### src/rtl/nsa_pkg.sv
// Shared types and constants for the nibble-serial adder.
package nsa_pkg;

  typedef enum logic [1:0] {StIdle, StRun, StDone} state_e;

  localparam int unsigned NIBBLE_W = 4;

  // Nibble index width; never narrower than one bit.
  function automatic int unsigned idx_width(input int unsigned nibbles);
    return (nibbles <= 2) ? 1 : $clog2(nibbles);
  endfunction

endpackage

### src/rtl/adder4_slice.sv
// Combinational 4-bit ripple-carry adder slice.
// With NSA_OVF_EN defined it also exports c3, the carry into bit 3.
module adder4_slice
  import nsa_pkg::*;
(
  input  logic [NIBBLE_W-1:0] a,
  input  logic [NIBBLE_W-1:0] b,
  input  logic                cin,
  output logic [NIBBLE_W-1:0] sum,
  output logic                cout
`ifdef NSA_OVF_EN
  ,
  output logic                c3
`endif
);

  logic [NIBBLE_W:0] carry;

  always_comb begin
    carry    = '0;
    sum      = '0;
    carry[0] = cin;
    for (int unsigned i = 0; i < NIBBLE_W; i++) begin
      sum[i]       = a[i] ^ b[i] ^ carry[i];
      carry[i + 1] = (a[i] & b[i]) | (a[i] & carry[i]) | (b[i] & carry[i]);
    end
  end

  assign cout = carry[NIBBLE_W];

`ifdef NSA_OVF_EN
  assign c3 = carry[NIBBLE_W - 1];
`endif

endmodule

### src/rtl/nibble_serial_adder.sv
// Wide adder that reuses one 4-bit slice, one nibble per clock, with start/done handshake.
// Optional signed-overflow output is enabled by defining NSA_OVF_EN.
module nibble_serial_adder
  import nsa_pkg::*;
#(
  parameter int unsigned NIBBLES = 4
) (
  input  logic                        clk,
  input  logic                        rst_n,
  input  logic                        start,
  input  logic [NIBBLE_W*NIBBLES-1:0] a,
  input  logic [NIBBLE_W*NIBBLES-1:0] b,
  input  logic                        cin,
  output logic                        busy,
  output logic                        done,
  output logic [NIBBLE_W*NIBBLES-1:0] sum,
  output logic                        cout
`ifdef NSA_OVF_EN
  ,
  output logic                        ovf
`endif
);

  localparam int unsigned W    = NIBBLE_W * NIBBLES;
  localparam int unsigned IdxW = idx_width(NIBBLES);
  localparam logic [IdxW-1:0] LastIdx = IdxW'(NIBBLES - 1);

  state_e             state_q, state_d;
  logic [IdxW-1:0]    idx_q, idx_d;
  logic               carry_q, carry_d;
  logic [W-1:0]       a_q, a_d, b_q, b_d;
  logic [W-1:0]       sum_q, sum_d;
  logic               cout_q, cout_d;
  logic [NIBBLE_W-1:0] a_nib, b_nib, s_nib;
  logic               s_cout;
`ifdef NSA_OVF_EN
  logic               ovf_q, ovf_d;
  logic               s_c3;
`endif

  adder4_slice u_slice (
    .a    (a_nib),
    .b    (b_nib),
    .cin  (carry_q),
    .sum  (s_nib),
    .cout (s_cout)
`ifdef NSA_OVF_EN
    ,
    .c3   (s_c3)
`endif
  );

  always_comb begin
    a_nib = '0;
    b_nib = '0;
    for (int unsigned k = 0; k < NIBBLES; k++) begin
      if (idx_q == IdxW'(k)) begin
        a_nib = a_q[k*NIBBLE_W +: NIBBLE_W];
        b_nib = b_q[k*NIBBLE_W +: NIBBLE_W];
      end
    end
  end

  always_comb begin
    state_d = state_q;
    idx_d   = idx_q;
    carry_d = carry_q;
    a_d     = a_q;
    b_d     = b_q;
    sum_d   = sum_q;
    cout_d  = cout_q;
`ifdef NSA_OVF_EN
    ovf_d   = ovf_q;
`endif
    unique case (state_q)
      StIdle: begin
        if (start) begin
          a_d     = a;
          b_d     = b;
          carry_d = cin;
          idx_d   = '0;
          sum_d   = '0;
          cout_d  = 1'b0;
`ifdef NSA_OVF_EN
          ovf_d   = 1'b0;
`endif
          state_d = StRun;
        end
      end
      StRun: begin
        for (int unsigned k = 0; k < NIBBLES; k++) begin
          if (idx_q == IdxW'(k)) sum_d[k*NIBBLE_W +: NIBBLE_W] = s_nib;
        end
        carry_d = s_cout;
        if (idx_q == LastIdx) begin
          // idx parks on the last nibble; the next accepted start rewinds it.
          cout_d  = s_cout;
`ifdef NSA_OVF_EN
          ovf_d   = s_c3 ^ s_cout;
`endif
          state_d = StDone;
        end else begin
          idx_d = idx_q + 1'b1;
        end
      end
      StDone:  state_d = StIdle;
      default: state_d = StIdle;
    endcase
  end

  always_ff @(posedge clk or negedge rst_n) begin
    if (!rst_n) begin
      state_q <= StIdle;
      idx_q   <= '0;
      carry_q <= 1'b0;
      a_q     <= '0;
      b_q     <= '0;
      sum_q   <= '0;
      cout_q  <= 1'b0;
`ifdef NSA_OVF_EN
      ovf_q   <= 1'b0;
`endif
    end else begin
      state_q <= state_d;
      idx_q   <= idx_d;
      carry_q <= carry_d;
      a_q     <= a_d;
      b_q     <= b_d;
      sum_q   <= sum_d;
      cout_q  <= cout_d;
`ifdef NSA_OVF_EN
      ovf_q   <= ovf_d;
`endif
    end
  end

  assign busy = (state_q == StRun);
  assign done = (state_q == StDone);
  assign sum  = sum_q;
  assign cout = cout_q;
`ifdef NSA_OVF_EN
  assign ovf  = ovf_q;
`endif

endmodule

### config.mk
export PLATFORM = sky130hd
export DESIGN_NAME = nibble_serial_adder
export DESIGN_NICKNAME = d
export VERILOG_FILES = /design/src/rtl/nsa_pkg.sv /design/src/rtl/adder4_slice.sv /design/src/rtl/nibble_serial_adder.sv
export SDC_FILE = /design/constraint.sdc
export NUM_CORES = 1
export LEC_CHECK = 0
export BUFFER_PORTS_ARGS = -buffer_cell sky130_fd_sc_hd__clkbuf_2
export CAP_MARGIN = 30
export CORE_ASPECT_RATIO = 2
export CORE_UTILIZATION = 35
export CTS_CLUSTER_SIZE = 16
export DETAILED_ROUTE_END_ITERATION = 16
export HOLD_SLACK_MARGIN = 0.15
export SLEW_MARGIN = 5
export SYNTH_ARGS = -nofsm -noshare
export SYNTH_HDL_FRONTEND = slang
export SYNTH_SLANG_ARGS = --single-unit
### constraint.sdc
create_clock -name clk -period 4.03 [get_ports clk]
set_input_delay 0.2015 -clock clk [delete_from_list [all_inputs] [get_ports clk]]
set_output_delay 0.2015 -clock clk [all_outputs]
set_load 0.03 [all_outputs]
==> results.sh, run 1 <==
export IMPL_core_sq_um=7210
export IMPL_antenna_found_initial=0
export IMPL_p_switching_mw=1.26
export IMPL_ys_flop_type="dfrtp_1"
export IMPL_cts_setup_buffers=0
export IMPL_syn_inst=228
export IMPL_skew_ps=3.18
export IMPL_root_buffer="clkbuf_16"
export IMPL_sw_frac_of_total=0.430
export IMPL_numCtsBuffers=5
export IMPL_tightest_slew_ps=776
export IMPL_overflow=0
export IMPL_clock_latency_ps=290
export IMPL_syn_area_per_cell_sq_um=11.3
export IMPL_ctsHoldBuffers=22
export IMPL_syn_to_final_growth_pct=27.7
export IMPL_power_leakage_nw=1.46
export IMPL_synth_seq_cells=54
export IMPL_die_y_um=124
export IMPL_place_gp_congestion=0.830
export IMPL_final_setup_tns_ps=0
export IMPL_max_slew_margin=0.483
export IMPL_cts_htree_levels=2
export IMPL_synth_edf_count=0
export IMPL_ys_seq_area_frac=0.522
export IMPL_min_path_type="in -> reg"
export IMPL_drive_gt1_frac=0.313
export IMPL_ir_drop_uv=345
export IMPL_status="finished, final reports clean"
export IMPL_synth_top_cell_by_area="dfrtp_1"
export IMPL_maxSlewViolCount=0
export IMPL_cts_buffer_depth=2
export IMPL_io_pins=55
export IMPL_fp_dieW_um=62.8
export IMPL_hold_viol_final=0
export IMPL_grt_pass1_wl_um=9530
export IMPL_worst_endpoint_required_ps=4240
export IMPL_ant_nets=0
export IMPL_cp_start_kind="flop"
export IMPL_wl_per_cell_um=15.2
export IMPL_drtPass1Iterations=4
export IMPL_drt_iter0_markers=100
export IMPL_intPower_mw=1.67
export IMPL_syn_cell_area_sq_um=2590
export IMPL_synth_cell_types=31
export IMPL_final_area_sq_um=3300
export IMPL_crit_arrival_ps=3510
export IMPL_rows=44
export IMPL_viasPerCell=4.90
export IMPL_syn_nets=272
export IMPL_power_density_nw_per_um2=889
export IMPL_critical_path_class="reg -> reg"
export IMPL_remaining_drc_errors=0
export IMPL_startpoint="idx_q[0]$_DFFE_PN0P_"
export IMPL_ys_async_sr_fraction=1.00
export IMPL_cts_tree="yes"
export IMPL_clkPwrFrac=0.164
export IMPL_portBuffers=54
export IMPL_fmax_ghz=0.303
export IMPL_grt_setup_unrepaired="no"
export IMPL_hold_start="a[5]"
export IMPL_yosysWarningCount=0
export IMPL_post_cts_resized=0
export IMPL_period_needed_ps=3300
export IMPL_layout_nets=347
export IMPL_vias=1941
export IMPL_p_comb_frac=0.496
export IMPL_synthTopCellsByArea="dfrtp_1, mux2_2, nand2_1"
export IMPL_critPathMaxFanout=8
export IMPL_clkSinkCount=54
export IMPL_fill_cells=681
export IMPL_dpl_instance_area_sq_um=2920
export IMPL_dieArea_sq_um=7760
export IMPL_rr_startpoint="idx_q[0]$_DFFE_PN0P_"
export IMPL_p_seq_frac=0.340
export IMPL_clk_pin_slew_ps=70
export IMPL_setup_viol=0
export IMPL_post_dp_hpwl_um=4480
export IMPL_post_route_period_util=0.819
export IMPL_routed_wl_um=6020
export IMPL_diodes=0
export IMPL_cap_violations=0
export IMPL_grt_total_usage=0.167
export IMPL_synth_top_cell_area_share=0.522
export IMPL_grt_max_degree=55
export IMPL_critPathCaptureType="flop"
export IMPL_start_util=0.359
export IMPL_grt_pass1_vias=1855
-- cell families after synthesis --
family                     Yosys count  share of synthesized area
AOI/OAI and AO/OA                   38                      0.107
adders and majority gates            8                     0.0503
muxes                               32                      0.139
buffers and inverters               17                     0.0363
DFF                                 54                      0.522
and+or+nand+nor                     79                      0.145
-- placed cells by master, fill, tap and decap left out, types with 4 or more instances in the layout --
cell type	instances
nor2b_1	6
clkbuf_16	5
dfrtp_1	54
o211ai_1	16
nand2b_1	4
fa_1	4
o311ai_0	4
nand2_1	51
o22ai_1	6
nor2_1	6
nand3b_1	7
clkbuf_2	54
a31oi_1	6
inv_1	6
dlygate4sd3_1	22
mux2_2	31
ha_1	4
-- layout make-up --
type | instances | area, sq um | area share
Tap cell | 92 | 115 | 0.0348
Inverter | 7 | 26.3 | 0.00795
Timing Repair Buffer | 78 | 505 | 0.153
Sequential cell | 54 | 1350 | 0.409
Clock buffer | 7 | 133 | 0.0402
Clock inverter | 1 | 30.0 | 0.00909
Multi-Input combinational cell | 157 | 1140 | 0.346
-- registers in the layout, indices dropped and copies added (netlist names) --
name     flops
a_q         16
cout         1
state_q      2
idx_q        2
sum         16
carry_q      1
b_q         16
-- worst max-delay path, stage by stage, from the launching register on --
cell and delay, ps:
dfrtp_1 410, inv_1 100, ha_1 260, nor2_1 400
a31oi_1 190, fa_1 420, inv_1 80, fa_1 160
inv_1 50, fa_1 370, fa_1 490, nand2b_1 110
o211ai_1 190
-- through the flow --
step / hold slack (ps) / setup WS [ps] / instances / util / power [mW]
6_report: 150 / 729 / 396 / 0.458 / 2.94
5_1_grt: 150 / 474 / 396 / 0.458 / 3.17
4_1_cts: 150 / 748 / 396 / 0.458 / 2.98
3_5_place_dp: 382 / 758 / 366 / 0.405 / 2.48
3_3_place_gp: 369 / 841 / 366 / 0.405 / 2.45
2_1_floorplan: -94.1 / 978 / 228 / - / 2.03
-- worst paths after layout --
kind                                             to  slack [ps]  cells after the start
worst max-delay path             sum[3]$_DFFE_PN0P_         730                     12
worst min-delay path             a_q[5]$_DFFE_PN0P_         150                      2
worst max register to register   sum[3]$_DFFE_PN0P_         730                     12
worst min register to register   sum[1]$_DFFE_PN0P_         510                      2
max in group asynchronous        a_q[8]$_DFFE_PN0P_        3010                      3
min in group asynchronous       sum[12]$_DFFE_PN0P_         580                      3
-- synth_stat cells, types with 2 or more instances --
| cell | n |
|---|---|
| buf_2 | 2 |
| clkbuf_1 | 3 |
| a31oi_1 | 6 |
| o22ai_1 | 6 |
| o211ai_1 | 16 |
| nor2b_1 | 6 |
| o311ai_0 | 4 |
| ha_1 | 4 |
| nand2_1 | 51 |
| inv_1 | 6 |
| a21oi_1 | 2 |
| buf_6 | 3 |
| nor2_1 | 6 |
| nand3b_1 | 7 |
| fa_1 | 4 |
| mux2_2 | 31 |
| dfrtp_1 | 54 |
| nand2b_1 | 4 |
-- power groups by stage --
stage / Sequential (mW) / Clock [mW] / Combinational, mW
6_report: 0.998 / 0.481 / 1.46
2_1_floorplan: 1.03 / 0 / 1.00
5_1_grt: 1.03 / 0.512 / 1.62
3_5_place_dp: 1.01 / 0 / 1.47
3_3_place_gp: 1.01 / 0 / 1.44
4_1_cts: 1.00 / 0.496 / 1.49
-- routing by layer --
layer,GRT usage,up-vias,wire (um)
li1,-,952,-
met2,0.321,41,3430
met1,0.171,938,2270
met4,0.0756,0,144
met3,0.0348,10,168
met5,0,-,0
No activity file was read; power rests on OpenSTA's default activity.
==> run 2: changes to the inputs <==
==> constraint.sdc (replaced) <==
create_clock -name clk -period 3.3 [get_ports clk]
set_input_delay 0.165 -clock clk [delete_from_list [all_inputs] [get_ports clk]]
set_output_delay 0.165 -clock clk [all_outputs]
set_load 0.03 [all_outputs]
==> results.sh, run 2 (synthesis results as in run 1) <==
export IMPL_status="finished, final reports clean"
export IMPL_met3_usage=0.0321
export IMPL_clock_latency_ps=290
export IMPL_cp_start_kind="flop"
export IMPL_path_cells="ha_2, nand2b_2, o22ai_1, a31oi_1, fa_1, inv_1, fa_1, inv_1, fa_1, fa_1, nand2b_1, o211ai_1"
export IMPL_vias=2070
export IMPL_drtPass1Iterations=4
export IMPL_wl_per_cell_um=15.5
export IMPL_rows=44
export IMPL_ant_nets=0
export IMPL_min_path_type="in -> reg"
export IMPL_routed_wl_um=6380
export IMPL_rr_startpoint="idx_q[0]$_DFFE_PN0P_"
export IMPL_drive_gt1_frac=0.329
export IMPL_portBuffers=54
export IMPL_syn_to_final_growth_pct=33.6
export IMPL_crit_arrival_ps=3310
export IMPL_final_setup_tns_ps=0
export IMPL_use_met1=0.184
export IMPL_holdPathEnd="state_q[0]$_DFFE_PN0P_"
export IMPL_fill_cells=689
export IMPL_cts_setup_buffers=0
export IMPL_remaining_drc_errors=0
export IMPL_cts_tree="yes"
export IMPL_io_pins=55
export IMPL_mostFrequentLayoutCells="dfrtp_1, clkbuf_2, nand2_1"
export IMPL_setup_viol=0
export IMPL_cts_htree_levels=2
export IMPL_skew_ps=8.96
export IMPL_critPathCaptureType="flop"
export IMPL_cts_buffer_depth=2
export IMPL_whs_path_depth=3
export IMPL_grt_use_met2=0.329
export IMPL_core_sq_um=7210
export IMPL_grt_pass1_wl_um=10300
export IMPL_critical_path_class="reg -> reg"
export IMPL_max_slew_margin=0.479
export IMPL_grt_total_usage=0.179
export IMPL_grt_max_degree=33
export IMPL_tightest_slew_ps=781
export IMPL_path_common_cell="fa_1"
export IMPL_dp_slack_ps=86.0
export IMPL_period_needed_ps=3100
export IMPL_cpPeakStageDelay_ps=490
export IMPL_hold_start="start"
export IMPL_grt_pass1_vias=2035
export IMPL_hold_viol_final=0
export IMPL_p_total_mw=3.68
export IMPL_fmax_ghz=0.322
export IMPL_viasPerCell=5.04
export IMPL_grt_setup_unrepaired="no"
export IMPL_cap_violations=0
export IMPL_power_leakage_nw=1.53
export IMPL_timing_hold_ws_ps=208
export IMPL_power_density_nw_per_um2=1060
export IMPL_post_dp_hpwl_um=4770
export IMPL_dieArea_sq_um=7760
export IMPL_maxSlewViolCount=0
export IMPL_post_route_period_util=0.941
export IMPL_grt_busiest_layer="met2"
export IMPL_clk_pin_slew_ps=70
export IMPL_start_util=0.359
export IMPL_rr_worst_depth=12
export IMPL_diodes=0
export IMPL_ir_drop_uv=396
export IMPL_numCtsBuffers=5
export IMPL_die_y_um=124
export IMPL_overflow=0
export IMPL_critPathMaxFanout=7
export IMPL_antenna_found_initial=0
export IMPL_fp_dieW_um=62.8
export IMPL_setup_slack_ps=196
export IMPL_place_gp_congestion=0.888
export IMPL_root_buffer="clkbuf_16"
export IMPL_rr_endpoint="sum[11]$_DFFE_PN0P_"
export IMPL_worst_endpoint_required_ps=3510
export IMPL_clkSinkCount=54
export IMPL_drt_iter0_markers=79
export IMPL_cp_slowest_cell="fa_1"
export IMPL_layout_nets=362
export IMPL_ff2ff_setup_slack_ps=200
==> run 2: changes by cell type in the layout (fill, tap and decap cells not counted), sizes merged <==
cell | previous run | this run
dlygate4sd3 | 22 | 33
buf | 2 | 6
clkinv | 1 | 0
inv | 6 | 7
==> run 2: through the flow <==
stage	cells	area [sq um]	util
finish	411	3460	0.479
detailed placement	370	2950	0.409
floorplan	228	2590	-
global placement	370	2950	0.409
global route	411	3460	0.479
CTS	411	3440	0.477
==> run 2: report_power, final <==
| part | internal (mW) | total (mW) | switching (mW) |
|---|---|---|---|
| logic | 0.763 | 1.87 | 1.10 |
| clock network | 0.359 | 0.586 | 0.227 |
| registers | 0.975 | 1.23 | 0.250 |
| total | 2.10 | 3.68 | 1.58 |
==> run 2: worst max-delay path by stage <==
stage / from / to / slack (ps)
after CTS: idx_q[0]$_DFFE_PN0P_ / sum[11]$_DFFE_PN0P_ / 90
final: idx_q[0]$_DFFE_PN0P_ / sum[11]$_DFFE_PN0P_ / 200
after global placement: idx_q[0]$_DFFE_PN0P_ / sum[3]$_DFFE_PN0P_ / 220
after global routing: idx_q[0]$_DFFE_PN0P_ / sum[11]$_DFFE_PN0P_ / 20
after detailed placement: idx_q[0]$_DFFE_PN0P_ / sum[11]$_DFFE_PN0P_ / 90
after floorplan: idx_q[1]$_DFFE_PN0P_ / sum[3]$_DFFE_PN0P_ / 250
==> run 2: final cells by class <==
class	instances	area, sq um	share of cell area
flip-flops and latches	54	1350	0.391
repair buffers	93	646	0.187
clock buffers	7	133	0.0384
multi-input cells	157	1150	0.334
clock inverters	1	30.0	0.00869
inverters	7	26.3	0.00760
well taps	92	115	0.0333
==> run 2: routing by layer <==
metal | vias up | share of wire
li1 | 981 | -
met1 | 1019 | 0.37
met2 | 51 | 0.55
met3 | 19 | 0.024
met4 | 0 | 0.052
met5 | - | 0
==> run 2: worst max-delay path, delay by kind of cell (launching register included) <==
| family | cells | cell delay (ps) |
|---|---|---|
| fa+ha+maj | 5 | 1660 |
| flops | 1 | 430 |
| compound gates | 3 | 420 |
| simple gates | 2 | 370 |
| buf+inv | 2 | 130 |
==> run 2: repair_timing <==
action                                  CTS  global route
endpoints found under the setup margin    0             4
resized for setup                         0             6
hold buffers                             33             0
endpoints found under the hold margin    54             0
